===== src/rtl/seq_pkg.sv =====
// Shared definitions for the input-conditioning path: debounce FSM state
// encoding and default synchroniser/debounce depths.
package seq_pkg;

    typedef enum logic [1:0] {
        ST_LOW    = 2'b00,
        ST_CHK_HI = 2'b01,
        ST_HIGH   = 2'b11,
        ST_CHK_LO = 2'b10
    } state_t;

    localparam int SYNC_STAGES_DEF     = 2;
    localparam int DEBOUNCE_CYCLES_DEF = 16;

endpackage


===== src/rtl/sync_chain.sv =====
// Multi-flop synchroniser for an asynchronous level; q is the last stage.
module sync_chain #(
    parameter int DEPTH = 2
) (
    input  logic clk,
    input  logic rst,
    input  logic d,
    output logic q
);

    logic [DEPTH-1:0] stages;

    always_ff @(posedge clk or negedge rst) begin
        if (!rst) begin
            stages <= '0;
        end else begin
            stages <= {stages[DEPTH-2:0], d};
        end
    end

    assign q = stages[DEPTH-1];

endmodule


===== src/rtl/debounce_sync.sv =====
// Synchronises a raw level and debounces it with a saturating stability counter,
// producing a clean registered level plus one-cycle rise/fall pulses.
module debounce_sync
    import seq_pkg::*;
#(
    parameter int SYNC_STAGES     = SYNC_STAGES_DEF,
    parameter int DEBOUNCE_CYCLES = DEBOUNCE_CYCLES_DEF,
    parameter int CNT_W           = $clog2(DEBOUNCE_CYCLES)
) (
    input  logic clk,
    input  logic rst,
    input  logic din,
    input  logic en,
    output logic dout,
    output logic rise,
    output logic fall,
    output logic busy
);

    localparam logic [CNT_W-1:0] CNT_LAST = CNT_W'(DEBOUNCE_CYCLES - 1);

    state_t           state;
    logic [CNT_W-1:0] cnt;
    logic             s;

    sync_chain #(.DEPTH(SYNC_STAGES)) u_sync (
        .clk (clk),
        .rst (rst),
        .d   (din),
        .q   (s)
    );

    // Pulses default low every cycle; with en low everything else holds.
    always_ff @(posedge clk or negedge rst) begin
        if (!rst) begin
            state <= ST_LOW;
            cnt   <= '0;
            dout  <= 1'b0;
            rise  <= 1'b0;
            fall  <= 1'b0;
        end else begin
            rise <= 1'b0;
            fall <= 1'b0;
            if (en) begin
                case (state)
                    ST_LOW: begin
                        if (s) begin
                            state <= ST_CHK_HI;
                            cnt   <= CNT_W'(1);
                        end
                    end
                    ST_CHK_HI: begin
                        if (!s) begin
                            state <= ST_LOW;
                            cnt   <= '0;
                        end else if (cnt == CNT_LAST) begin
                            state <= ST_HIGH;
                            cnt   <= '0;
                            dout  <= 1'b1;
                            rise  <= 1'b1;
                        end else begin
                            cnt <= cnt + CNT_W'(1);
                        end
                    end
                    ST_HIGH: begin
                        if (!s) begin
                            state <= ST_CHK_LO;
                            cnt   <= CNT_W'(1);
                        end
                    end
                    ST_CHK_LO: begin
                        if (s) begin
                            state <= ST_HIGH;
                            cnt   <= '0;
                        end else if (cnt == CNT_LAST) begin
                            state <= ST_LOW;
                            cnt   <= '0;
                            dout  <= 1'b0;
                            fall  <= 1'b1;
                        end else begin
                            cnt <= cnt + CNT_W'(1);
                        end
                    end
                    default: begin
                        state <= ST_LOW;
                        cnt   <= '0;
                    end
                endcase
            end
        end
    end

    assign busy = (state == ST_CHK_HI) || (state == ST_CHK_LO);

endmodule

===== config.mk =====
export PLATFORM = sky130hd
export DESIGN_NAME = debounce_sync
export DESIGN_NICKNAME = d
export VERILOG_FILES = /design/src/rtl/seq_pkg.sv /design/src/rtl/sync_chain.sv /design/src/rtl/debounce_sync.sv
export SDC_FILE = /design/constraint.sdc
export NUM_CORES = 1
export LEC_CHECK = 0
export CAP_MARGIN = 20
export CORE_AREA = 2 2 39 41
export CTS_CLUSTER_SIZE = 30
export DETAILED_ROUTE_END_ITERATION = 10
export DIE_AREA = 0 0 41 43
export PLACE_DENSITY = 0.65
export SYNTH_ARGS = -nofsm -noshare
export SYNTH_HDL_FRONTEND = slang
export SYNTH_SLANG_ARGS = --single-unit

===== constraint.sdc =====
create_clock -name clk -period 2.1 [get_ports clk]
set_input_delay 0.42 -clock clk [delete_from_list [all_inputs] [get_ports clk]]
set_output_delay 0.42 -clock clk [all_outputs]
set_load 0.02 [all_outputs]

After elaboration in Yosys (flattened, before gate mapping). Cells that the tools add are included.

Divide/modulo/power cells: 0. Reductions and logical operators: 6. Add/sub/neg operators: 1. Multipliers: 0. Muxes and demuxes: 25. Bitwise operators: 0. Shift operators: 0. $lt $le $gt $ge: 0. Equal/unequal tests: 12.

Operators with widths (number): 4-bit two-way mux (5); 4-bit one-hot mux with 4 select lines (1); 2-bit two-way mux (6); 1-bit two-way mux (11); 2-bit inequality test, second input constant (4); 2-bit one-hot mux with 4 select lines (1); 6-bit AND reduction (1); 5-bit AND reduction (1); 4-bit by 1-bit adder with 4-bit output, second input constant (1); 2-bit equality test, second input constant (2); 4-bit equality test, second input constant (1); 2-bit by 1-bit inequality test with 1-bit output, second input constant (2); 3-bit by 2-bit inequality test with 1-bit output, second input constant (1); 3-bit inequality test, second input constant (1); 3-bit AND reduction (1); 2-bit by 1-bit equality test with 1-bit output, second input constant (1); 2-bit logical NOT (1); 1-bit one-hot mux with 2 select lines (1); 2-bit nonzero test (1); 1-bit logical OR (1).

Output and inout bits: 4. Word-level logic and storage cells: 50. Memories: 0. Latch bits: 0. Input bits: 4. Register bits: 11. RAM bits: 0. Bits in read-only memories: 0.

Longest topological paths before layout.
Word-level depth: 5. Depth in mapped cells: 7. Gate-level depth less buffers: 6.

Hierarchy. From an unflattened synthesis, not the netlist that was laid out.

Cells, all modules: 52. Area total of the unflattened synthesis: 590.6 um^2.

By module, submodules not included: debounce_sync (cells each 50, seq. area each 225.2 um^2, instances 1, area an instance 540.5 um^2); sync_chain (cells each 2, seq. area each 50.0 um^2, instances 1, area an instance 50.0 um^2).

Worst setup path before layout. No wires, ideal clock.

Kind: reg2reg. Start: reg state[0]. End: reg state[1]. Cell stages (with the launch flop): 8. Arrival time: 1268 ps. Path slack: 700 ps. Data required time: 1968 ps. Clock period less this slack: 1400 ps. Setup time: 132 ps. Path buffers: 1. Path through: dfrtp_1 -> inv_1 -> ha_1 -> mux2i_1 -> nand2_1 -> buf_6 -> o21ai_0 -> o41ai_2.

Word-level cells in the longest chain between the ends: 3. Elaborated cells between the ends (all ways): 10. Classes of those cells: eq/ne (7); mux (1); reduce/logical (2).

RTL lines: start: declaration (line debounce_sync.sv:22) `state_t state;`; start signal: assignment (line debounce_sync.sv:36) `state <= ST_LOW;`; start signal: assignment (line debounce_sync.sv:48) `state <= ST_CHK_HI;`; start signal: assignment (line debounce_sync.sv:54) `state <= ST_LOW;`; 2-bit equality test, or another cell as far along (line debounce_sync.sv:45) `case (state)`; 3-bit by 2-bit inequality test with 1-bit output (no source line), or another cell as far along; 5-bit AND reduction (no source line).

Several ways; a longest one is shown, not always the timed one. A chain may end at the register's enable or synchronous reset.

Worst setup path in the final report.
Start: reg state[0]. End: out busy.

Word-level cells in the longest chain between the ends: 2. Elaborated cells between the ends (all ways): 3. Classes of those cells: eq/ne (2); reduce/logical (1).

RTL lines: 2-bit by 1-bit equality test with 1-bit output or 2-bit equality test (tied branches) (line debounce_sync.sv:93) `assign busy = (state == ST_CHK_HI) || (state == ST_CHK_LO);`; 1-bit logical OR (*) (line debounce_sync.sv:93); end: declaration (line debounce_sync.sv:17) `output logic busy`.

Mark *: on every way between the ends. The rest lies on a longest branch, timed or not.

==> metrics <==
internal power 429.9 uW; Setup Fix Bufs, Post-CTS 0; Mapped Nets 66; vias in the first global route 380; Clk pwr share 20.8%; Area growth, synth to finish 15.64%; sequential power share 39.5%; FF/Latch Area 275.3 um2; Tmin final 1.936 ns; Final GP Congestion 0.8103; hold path depth 0; Worst setup SP type register; max-slew violation count 0; CP Capture Type primary output; R2R cell count 6; Layout Utilization 49.46%; Tcrit/Tclk final 92.20%; setup violators final 0; first-pass iteration count of the detailed router 4; H-tree depth 1; Top Ports 8; DP Area 659.4 um2; Leak Pwr 0.0003093 uW; most common cell after layout, fill and taps aside dfrtp_1; CTS Hold Bufs 0; initial antenna violation count 0; Die H 43 um; Mean Syn Cell Area 10.57 um2; multi-input logic area 286.5 um2; clock sinks 11; Longest Clk Path Bufs 2; type of the worst min-delay path reg2reg; CTS buffer count 3; Core Area 1384 um2; fill count 125; FP Rows 14; DRT iter0 DRCs 11; largest net degree at the start of global routing 12; Final Instance Area 684.4 um2; gr usage total 14.78%; Port-buffer cells 7; Ant. Diodes 0; clock slew seen by the registers of the worst setup and hold paths 0.07 ns; reg2reg setup slack 0.47 ns; total vias in the final route 428; crit path kind reg2out; Logic pwr share 39.7%; fmax 516.5 MHz; number of distinct library cells after synthesis 20; RSZ-0062 raised after global routing no; final worst setup slack 0.1638 ns; Skew-Pair Late Insertion Delay 0.27 ns; DRT antenna net count 0; worst-case vdd ir drop 0.0005853 V; Layout Skew 0.003898 ns; Initial Utilization 42.77%; Rel. slew slack 67.21%; Final TNS setup 0 ns; critical path data arrival time 1.52 ns; switch share 38.52%; Max-cap violations 0; post-place setup slack 0.1755 ns; sequential area share after synthesis 46.51%; Switching Power 269.4 uW; Crit Path Max Fanout 7; first-pass GRT wire length 1628 um; CTS tree yes; Final Hold Viols 0; Post-Syn Instances 56; Cell Area, Synth 591.8 um2; commonest non-fill, non-tap cells in the layout dfrtp_1, nand2_1, o21ai_0, ha_1, clkdlybuf4s50_1; DR WL/cell 12.23 um; Worst Path Required 1.68 ns; post-layout net count 76; die area 1763 um2; vias per cell 5.284; GRT overflow 0; Chip Width 41 um; FF+latch count, synth 11; CTS root buffer clkbuf_4; outcome finished clean; Post-DP HPWL 728.9 um; worst slew pin tran 0.4903 ns; share of post-route cells with drive strength above 1 10.77%; pwr/cell area 1022 nW/um2; Post-route DRC 0; routed wire length 991 um; Ys Warns 0
[Yosys cell counts, drive strengths merged]
cell	n	area share, %
and3	1	1.1
inv	2	1.3
o31ai	1	1.3
buf	2	3.8
nand3	3	2.5
o21ai	6	5.1
a32o	1	1.7
ha	6	13
a22o	1	1.7
or2	1	1.1
dfrtp	11	47
o41ai	1	2.7
o31a	1	1.5
nand2b	1	1.1
a21oi	2	1.7
mux2	1	1.9
nand2	7	4.4
mux2i	2	3.4
o311ai	1	1.5
nor2	5	3.2
[power by group through the flow]
stage	clock, uW	sequential, uW	combinational (uW)
final	145	276	278
after global routing	158	281	316
after CTS	151	276	278
after detailed placement	0	280	289
after global placement	0	279	284
after floorplan	0	273	221
[repair_timing]
item	in CTS	in global routing
endpoints found under the setup margin	1	0
gates resized for setup	1	0
hold endpoints to repair	0	0
[state kept, by name, indices dropped and copies added, names as in the netlist]
| signal | cells |
|---|---|
| u_sync.stages | 2 |
| state | 2 |
| dout | 1 |
| fall | 1 |
| cnt | 4 |
| rise | 1 |
[path summary, 6_finish.rpt]
path | startpoint | to
min | u_sync.stages[0] | u_sync.stages[1]
max | state[0] | busy
min in group asynchronous | rst | dout
max in group asynchronous | rst | cnt[1]
max reg2reg | state[0] | state[1]
min reg2reg | u_sync.stages[0] | u_sync.stages[1]
[worst max-delay path, cell delays in order, from the launching register on]
cell and delay (ns):
dfrtp_1 0.39, inv_1 0.10, ha_1 0.40, dlygate4sd2_1 0.36
[per-stage QoR]
stage	hold slack, ns	instances	power, uW
floorplan	0.1244	56	494.3
global placement	0.3402	77	563.0
detailed placement	0.3523	77	569.7
CTS	0.3682	81	705.7
global route	0.3670	81	754.7
finish	0.3625	81	699.3
[layout make-up]
cell class / count / area share (%)
inverter: 2 / 1.097
tap: 16 / 2.925
multi-input combinational: 41 / 41.86
timing repair buffer: 7 / 10.05
sequential: 11 / 40.22
clock buffer: 4 / 3.839
[metal layers]
| layer | up-vias | part of all wire [%] | track usage [%] |
|---|---|---|---|
| met1 | 199 | 51 | 18.81 |
| met3 | 4 | 3.7 | 3.141 |
| met2 | 7 | 40 | 19.38 |
| met5 | - | 0 | 0 |
| met4 | 0 | 4.4 | 14.00 |
| li1 | 218 | - | - |
[cells by family (layout without fill, tap and decap cells)]
| group | after synthesis | in the layout | synth area share, % |
|---|---|---|---|
| AO/OA/AOI/OAI | 14 | 14 | 17.13 |
| adder cells (fa/ha/maj) | 6 | 6 | 12.68 |
| buffers and inverters | 4 | 13 | 5.074 |
| flip-flops | 11 | 11 | 46.51 |
| multiplexers | 3 | 3 | 5.285 |
| AND/OR/NAND/NOR | 18 | 18 | 13.32 |
(Power assumes the default switching activity.)
